$ cat src/rtl/update_sched_pkg.sv
// Shared types and constants for the anchor-update scheduler.
package update_sched_pkg;

  typedef enum logic {
    OP_ADD = 1'b0,
    OP_DEL = 1'b1
  } op_e;

  typedef enum logic [1:0] {
    IDLE,
    STREAM,
    WAIT
  } state_e;

  localparam int unsigned POS_W    = 18;
  localparam int unsigned FEAT_LEN = 9;

  typedef struct packed {
    op_e              op;
    logic [POS_W-1:0] pos;
  } cmd_t;

  // Beat counter must hold the value n (one past the last word index).
  function automatic int unsigned beat_width(input int unsigned n);
    return $clog2(n + 1);
  endfunction

  localparam int unsigned BEAT_W = beat_width(FEAT_LEN);

endpackage

$ cat src/rtl/sync_fifo.sv
// Single-clock show-ahead FIFO with registered occupancy count.
module sync_fifo #(
  parameter int unsigned WIDTH = 8,
  parameter int unsigned DEPTH = 4
) (
  input  logic                     clk,
  input  logic                     rst,
  input  logic                     push,
  input  logic [WIDTH-1:0]         din,
  input  logic                     pop,
  output logic [WIDTH-1:0]         dout,
  output logic                     full,
  output logic                     empty,
  output logic [$clog2(DEPTH):0]   count
);

  localparam int unsigned AW = $clog2(DEPTH);

  logic [WIDTH-1:0] mem [DEPTH];
  logic [AW-1:0]    wr_ptr;
  logic [AW-1:0]    rd_ptr;
  logic             do_push;
  logic             do_pop;

  assign full    = (count == (AW+1)'(DEPTH));
  assign empty   = (count == '0);
  assign do_push = push && !full;
  assign do_pop  = pop && !empty;
  assign dout    = mem[rd_ptr];

  // Pointer and occupancy bookkeeping.
  always_ff @(posedge clk or posedge rst) begin
    if (rst) begin
      wr_ptr <= '0;
      rd_ptr <= '0;
      count  <= '0;
    end else begin
      if (do_push) wr_ptr <= wr_ptr + 1'b1;
      if (do_pop)  rd_ptr <= rd_ptr + 1'b1;
      case ({do_push, do_pop})
        2'b10:   count <= count + 1'b1;
        2'b01:   count <= count - 1'b1;
        default: ;
      endcase
    end
  end

  // Storage array; contents need no reset because count gates every read.
  always_ff @(posedge clk) begin
    if (do_push) mem[wr_ptr] <= din;
  end

endmodule

$ cat src/rtl/update_scheduler.sv
// Front-end scheduler for the octree anchor updater: queues add/delete
// commands and feature words, issues one command at a time, streams the
// feature words cycle-exactly and waits for the matching done.
// Optional macro UPD_SCHED_TIMEOUT_EN adds a WAIT watchdog and err_timeout.
module update_scheduler
  import update_sched_pkg::*;
#(
  parameter int unsigned DATA_BUS_WIDTH    = 64,
  parameter int unsigned ENCODE_ADDR_WIDTH = 18,
  parameter int unsigned FEATURE_LENTH     = 9,
  parameter int unsigned CMD_DEPTH         = 4,
  parameter int unsigned FEAT_DEPTH        = 32
`ifdef UPD_SCHED_TIMEOUT_EN
  ,parameter int unsigned TIMEOUT_CYCLES   = 1024
`endif
) (
  input  logic                          clk,
  input  logic                          rst,
  input  logic                          cmd_valid,
  output logic                          cmd_ready,
  input  logic                          cmd_op,
  input  logic [ENCODE_ADDR_WIDTH-1:0]  cmd_pos,
  input  logic                          feat_valid,
  output logic                          feat_ready,
  input  logic [DATA_BUS_WIDTH-1:0]     feat_data,
  output logic                          add_anchor,
  output logic                          del_anchor,
  output logic [ENCODE_ADDR_WIDTH-1:0]  pos_encode,
  output logic [DATA_BUS_WIDTH-1:0]     feature_in,
  input  logic                          add_done,
  input  logic                          del_done,
  output logic                          busy,
  output logic                          cmp_valid,
  output logic                          cmp_op,
  output logic [$clog2(CMD_DEPTH):0]    cmd_level
`ifdef UPD_SCHED_TIMEOUT_EN
  ,output logic                         err_timeout
`endif
);

  localparam int unsigned BW  = beat_width(FEATURE_LENTH);
  localparam int unsigned FCW = $clog2(FEAT_DEPTH) + 1;
  localparam int unsigned CW  = ENCODE_ADDR_WIDTH + 1;

  state_e                         state_q, state_d;
  logic [BW-1:0]                  beat_q;
  op_e                            op_q;
  logic [ENCODE_ADDR_WIDTH-1:0]   pos_q;
  logic                           done_seen_q;
  logic                           add_q, del_q;
  logic [DATA_BUS_WIDTH-1:0]      feat_q;

  logic                           cmd_pop, cmd_full, cmd_empty;
  logic [CW-1:0]                  cmd_head;
  logic                           feat_pop, feat_full, feat_empty;
  logic [DATA_BUS_WIDTH-1:0]      feat_head;
  logic [FCW-1:0]                 feat_count;

  op_e                            head_op;
  logic [ENCODE_ADDR_WIDTH-1:0]   head_pos;
  logic                           issue_add, issue_del;
  logic                           done_match, finish, timeout;

  sync_fifo #(.WIDTH(CW), .DEPTH(CMD_DEPTH)) u_cmd_fifo (
    .clk   (clk),
    .rst   (rst),
    .push  (cmd_valid && cmd_ready),
    .din   ({cmd_op, cmd_pos}),
    .pop   (cmd_pop),
    .dout  (cmd_head),
    .full  (cmd_full),
    .empty (cmd_empty),
    .count (cmd_level)
  );

  sync_fifo #(.WIDTH(DATA_BUS_WIDTH), .DEPTH(FEAT_DEPTH)) u_feat_fifo (
    .clk   (clk),
    .rst   (rst),
    .push  (feat_valid && feat_ready),
    .din   (feat_data),
    .pop   (feat_pop),
    .dout  (feat_head),
    .full  (feat_full),
    .empty (feat_empty),
    .count (feat_count)
  );

  assign cmd_ready  = !cmd_full;
  assign feat_ready = !feat_full;
  assign head_op    = op_e'(cmd_head[ENCODE_ADDR_WIDTH]);
  assign head_pos   = cmd_head[ENCODE_ADDR_WIDTH-1:0];
  assign done_match = (op_q == OP_ADD) ? add_done : del_done;
  assign finish     = (state_q == WAIT) && (done_seen_q || done_match);

`ifdef UPD_SCHED_TIMEOUT_EN
  localparam int unsigned TW = $clog2(TIMEOUT_CYCLES) + 1;
  logic [TW-1:0] wait_cnt_q;

  assign timeout     = (state_q == WAIT) && !finish &&
                       (wait_cnt_q == TW'(TIMEOUT_CYCLES - 1));
  assign err_timeout = timeout;

  // Watchdog counts WAIT cycles; cleared whenever the FSM is elsewhere.
  always_ff @(posedge clk or posedge rst) begin
    if (rst)                  wait_cnt_q <= '0;
    else if (state_q == WAIT) wait_cnt_q <= wait_cnt_q + 1'b1;
    else                      wait_cnt_q <= '0;
  end
`else
  assign timeout = 1'b0;
`endif

  assign add_anchor = add_q;
  assign del_anchor = del_q;
  assign pos_encode = pos_q;
  assign feature_in = feat_q;
  assign busy       = (state_q != IDLE);
  assign cmp_valid  = finish || timeout;
  assign cmp_op     = cmp_valid && (op_q == OP_DEL);

  // Next-state and FIFO pop decisions.
  always_comb begin
    state_d   = state_q;
    cmd_pop   = 1'b0;
    feat_pop  = 1'b0;
    issue_add = 1'b0;
    issue_del = 1'b0;
    case (state_q)
      IDLE: begin
        if (!cmd_empty) begin
          if (head_op == OP_DEL) begin
            cmd_pop   = 1'b1;
            issue_del = 1'b1;
            state_d   = WAIT;
          end else if (feat_count >= FCW'(FEATURE_LENTH)) begin
            cmd_pop   = 1'b1;
            feat_pop  = 1'b1;
            issue_add = 1'b1;
            state_d   = STREAM;
          end
        end
      end
      STREAM: begin
        if (beat_q < BW'(FEATURE_LENTH)) feat_pop = !feat_empty;
        else                             state_d  = WAIT;
      end
      WAIT: begin
        if (finish || timeout) state_d = IDLE;
      end
      default: state_d = IDLE;
    endcase
  end

  // Registered outputs: the pulse, pos and word 0 appear together on the
  // cycle after the IDLE decision; beat_q counts words already presented.
  always_ff @(posedge clk or posedge rst) begin
    if (rst) begin
      state_q     <= IDLE;
      beat_q      <= '0;
      op_q        <= OP_ADD;
      pos_q       <= '0;
      done_seen_q <= 1'b0;
      add_q       <= 1'b0;
      del_q       <= 1'b0;
      feat_q      <= '0;
    end else begin
      state_q <= state_d;
      add_q   <= issue_add;
      del_q   <= issue_del;
      if (issue_add || issue_del) begin
        op_q        <= head_op;
        pos_q       <= head_pos;
        done_seen_q <= 1'b0;
      end else if (state_q == STREAM && done_match) begin
        done_seen_q <= 1'b1;
      end
      if (issue_add) begin
        feat_q <= feat_head;
        beat_q <= BW'(1);
      end else if (state_q == STREAM && beat_q < BW'(FEATURE_LENTH)) begin
        feat_q <= feat_head;
        beat_q <= beat_q + 1'b1;
      end else begin
        feat_q <= '0;
      end
    end
  end

endmodule

$ cat config.mk
export PLATFORM = sky130hd
export DESIGN_NAME = update_scheduler
export DESIGN_NICKNAME = d
export VERILOG_FILES = /design/src/rtl/update_sched_pkg.sv /design/src/rtl/sync_fifo.sv /design/src/rtl/update_scheduler.sv
export SDC_FILE = /design/constraint.sdc
export NUM_CORES = 2
export LEC_CHECK = 0
export ABC_AREA = 1
export CAP_MARGIN = 20
export CORE_ASPECT_RATIO = 0.5
export CORE_UTILIZATION = 60
export CTS_CLUSTER_SIZE = 10
export DETAILED_ROUTE_END_ITERATION = 10
export GPL_ROUTABILITY_DRIVEN = 0
export GPL_TIMING_DRIVEN = 1
export PLACE_DENSITY_LB_ADDON = 0.12
export SLEW_MARGIN = 20
export SYNTH_ARGS = -nofsm -noshare
export SYNTH_HDL_FRONTEND = slang
export SYNTH_SLANG_ARGS = --single-unit
$ cat constraint.sdc
create_clock -name clk -period 7.35 [get_ports clk]
set_input_delay 1.47 -clock clk [delete_from_list [all_inputs] [get_ports clk]]
set_output_delay 1.47 -clock clk [all_outputs]
set_load 0.005 [all_outputs]
==> summary.txt <==
Outcome
  – Status: complete, no violations

Timing
  – Fin. max-slew vios: 0
  – Smallest hold slack: 0.472 ns
  – Final Setup Violations: 0
  – Fmax: 0.227 GHz
  – Post-route setup TNS: 0 ns
  – Tightest Pin Transition: 1.22 ns
  – Final WS setup: 2.95 ns
  – RSZ-0062 raised after global routing: false
  – Final hold viol count: 0
  – Clock Skew: 0.0620 ns
  – Slew headroom: 0.187
  – Fin crit share: 0.599
  – Min Tclk post-route: 4.40 ns

Placed design
  – Worst setup slack after placement: 2.49 ns
  – PortBufs: 180
  – Placed Cells: 10,000
  – Detailed placement HPWL: 113,000 microns

Clock network
  – Clock Sinks: 2,239
  – Root Buffer: clkbuf_16
  – Clock transition at the registers of the reported paths: 0.06 ns
  – Resized cells post-CTS: 0
  – Post-CTS Hold Buffers: 0
  – Clock latency on the worst-skew pair: 0.88 ns
  – CTS tree: built
  – Num CTS Buffers: 249
  – Post-CTS setup buffers: 0
  – Max Root-Sink Buffers: 4
  – H-tree depth: 4

Finish
  – Layout Cells excl Fill: 10,500
  – Layout cells sized above 1: 0.0528
  – Most frequent cells in the layout: nand2_1, edfxtp_1, nor2_1
  – Fillcell total: 10,800
  – Post-layout net count: 8,404
  – Synthesis-to-layout area growth: 11.7%
  – Commonest non-fill, non-tap cell in the layout: nand2_1

Floorplanning
  – Core area: 0.150 sq mm
  – Ports: 181
  – DIE AREA: 0.153 sq mm
  – Die W: 553 microns
  – DIE HEIGHT: 278 microns
  – Rows: 100
  – Starting Density: 0.608

Synth
  – Syn_area_per_cell: 11.1 sq um
  – Adder-Cell Fraction of Synth Area: 0.00277
  – Syn_nets: 8,306
  – Synthesis-stage register bit count: 2,239
  – Ys Warns: 0
  – Largest family of logic cells by synthesized area: simple AND/OR/NAND/NOR gates
  – Cells after synthesis: 8,198
  – Post-synth EDFFs: 2,124
  – FFs w/ async S/R, synth: 0.0514
  – Seq/Total Area, Yosys: 0.732
  – Synth Area in XOR/XNOR: 0.00144
  – Mapped Area: 0.0911 sq mm
  – Mux share of post-synthesis cell area: 0
  – Simple-gate share of the synthesized area: 0.198
  – Top_reg_cell synth: edfxtp_1
  – Post-synthesis compound-gate area fraction: 0.0293
  – Yosys cell types: 31

Setup path
  – Crit end category: flip-flop
  – CP arrival: 5.16 ns
  – CP Max Fanout: 92
  – Type of origin of the critical path: flip-flop
  – Critical path required time: 8.11 ns
  – Kind of critical path: reg -> reg

Global route
  – First-pass GRT wire length: 354,000 microns
  – Overflow after GRT: 0
  – Vias in the first global route: 56,800
  – Largest net degree at the start of global routing: 271
  – Initial antenna violation count: 2
  – Total Routing Usage GR: 0.309

Pwr
  – Pleak: 38.8 nW
  – Power Dens Cells: 377 mW/mm^2
  – Tot Pwr: 38.3 mW
  – Maximum VDD drop: 0.396 mV

Routing
  – Routed Antenna Nets: 0
  – WL/cell: 22.7 microns
  – DRT iter0 DRCs: 7,988
  – Drt pass-1 iters: 8
  – DRC violations left: 0
  – DR vias: 60,600
  – Final WL: 238,000 microns
  – Vias/cell: 5.78

Run
  – MaxCap Viol Count: 0

Hold path
  – Worst hold path type: reg -> reg
[worst paths after layout]
path | slack, ns | cells past startpoint | to | start
max reg2reg | 2.95 | 11 | feature_in[43] | u_feat_fifo.rd_ptr[0]
max | 2.95 | 11 | feature_in[43] | u_feat_fifo.rd_ptr[0]
min reg2reg | 0.47 | 2 | pos_encode[10] | pos_encode[10]
max in group asynchronous | 5.13 | 3 | feature_in[48] | rst
min in group asynchronous | 1.09 | 2 | feature_in[6] | rst
min | 0.47 | 2 | pos_encode[10] | pos_encode[10]
[per-layer routing]
layer / share of wire / GRT usage / wire length (microns) / vias to the layer above
li1: - / - / - / 27700
met1: 0.43 / 0.472 / 101000 / 29300
met2: 0.44 / 0.468 / 106000 / 3219
met3: 0.11 / 0.0481 / 25300 / 390
met4: 0.024 / 0.0821 / 5720 / 0
met5: 0 / 0 / 0 / -
[power breakdown]
part           leakage, nW  internal [mW]  total (mW)  switching [mW]
registers             20.6           15.0        15.5           0.454
clock network         3.32           6.30        11.0            4.75
logic                 14.8           3.36        11.8            8.45
[critical path, stage by stage, from the launching register on]
cell,delay [ns]
dfrtp_4,0.98
buf_4,0.77
buf_4,0.93
buf_4,0.68
nor2_1,0.12
nor2_1,0.11
o21ai_0,0.09
nand2_1,0.10
nor2_1,0.05
nor2_1,0.19
nor2_1,0.07
nor2_1,0.10
[registers in the layout (all words and copies together), names as in the netlist, 3 cells and up]
signal,count
pos_encode,18
beat_q,4
u_feat_fifo.wr_ptr,5
feature_in,64
u_cmd_fifo.mem,76
u_feat_fifo.rd_ptr,5
u_feat_fifo.count,6
u_cmd_fifo.count,3
u_feat_fifo.mem,2048
[final cells by class]
type | count | area (sq um) | area share
diodes | 1 | 2.50 | 0.0000246
clock buffers | 432 | 6940 | 0.0682
clock inverters | 3 | 45.0 | 0.000443
inverters | 371 | 1440 | 0.0141
multi-input cells | 5138 | 21300 | 0.210
flip-flops and latches | 2239 | 66700 | 0.655
well taps | 1989 | 2490 | 0.0245
repair buffers | 297 | 2820 | 0.0277
[metrics by stage]
stage | area, sq um | util
2_1_floorplan | 91100 | -
5_1_grt | 102000 | 0.679
3_3_place_gp | 94800 | 0.633
3_5_place_dp | 94900 | 0.633
6_report | 102000 | 0.679
4_1_cts | 102000 | 0.680
[Yosys cell counts (5+ instances only)]
library cell / instances / area [sq um]
nand3_1: 662 / 3310
dfrtp_1: 115 / 2880
o211ai_1: 11 / 82.6
inv_1: 362 / 1360
a21oi_1: 70 / 350
buf_2: 161 / 806
nand2_1: 2677 / 10000
clkbuf_1: 217 / 815
edfxtp_1: 2124 / 63800
nor2_1: 1214 / 4560
ha_1: 17 / 213
buf_1: 66 / 248
inv_2: 5 / 18.8
o22ai_1: 20 / 125
xor2_1: 11 / 96.3
o21ai_0: 380 / 1900
nor3_1: 26 / 130
o21ai_1: 37 / 185
[cells by family after synthesis]
| logic type | Yosys count |
|---|---|
| DFF | 2239 |
| buffers and inverters | 821 |
| AOI/OAI and AO/OA | 521 |
| xor gates and xnor gates | 15 |
| and+or+nand+nor | 4583 |
| adders and majority gates | 19 |
Power figures use the tool's default switching activity.
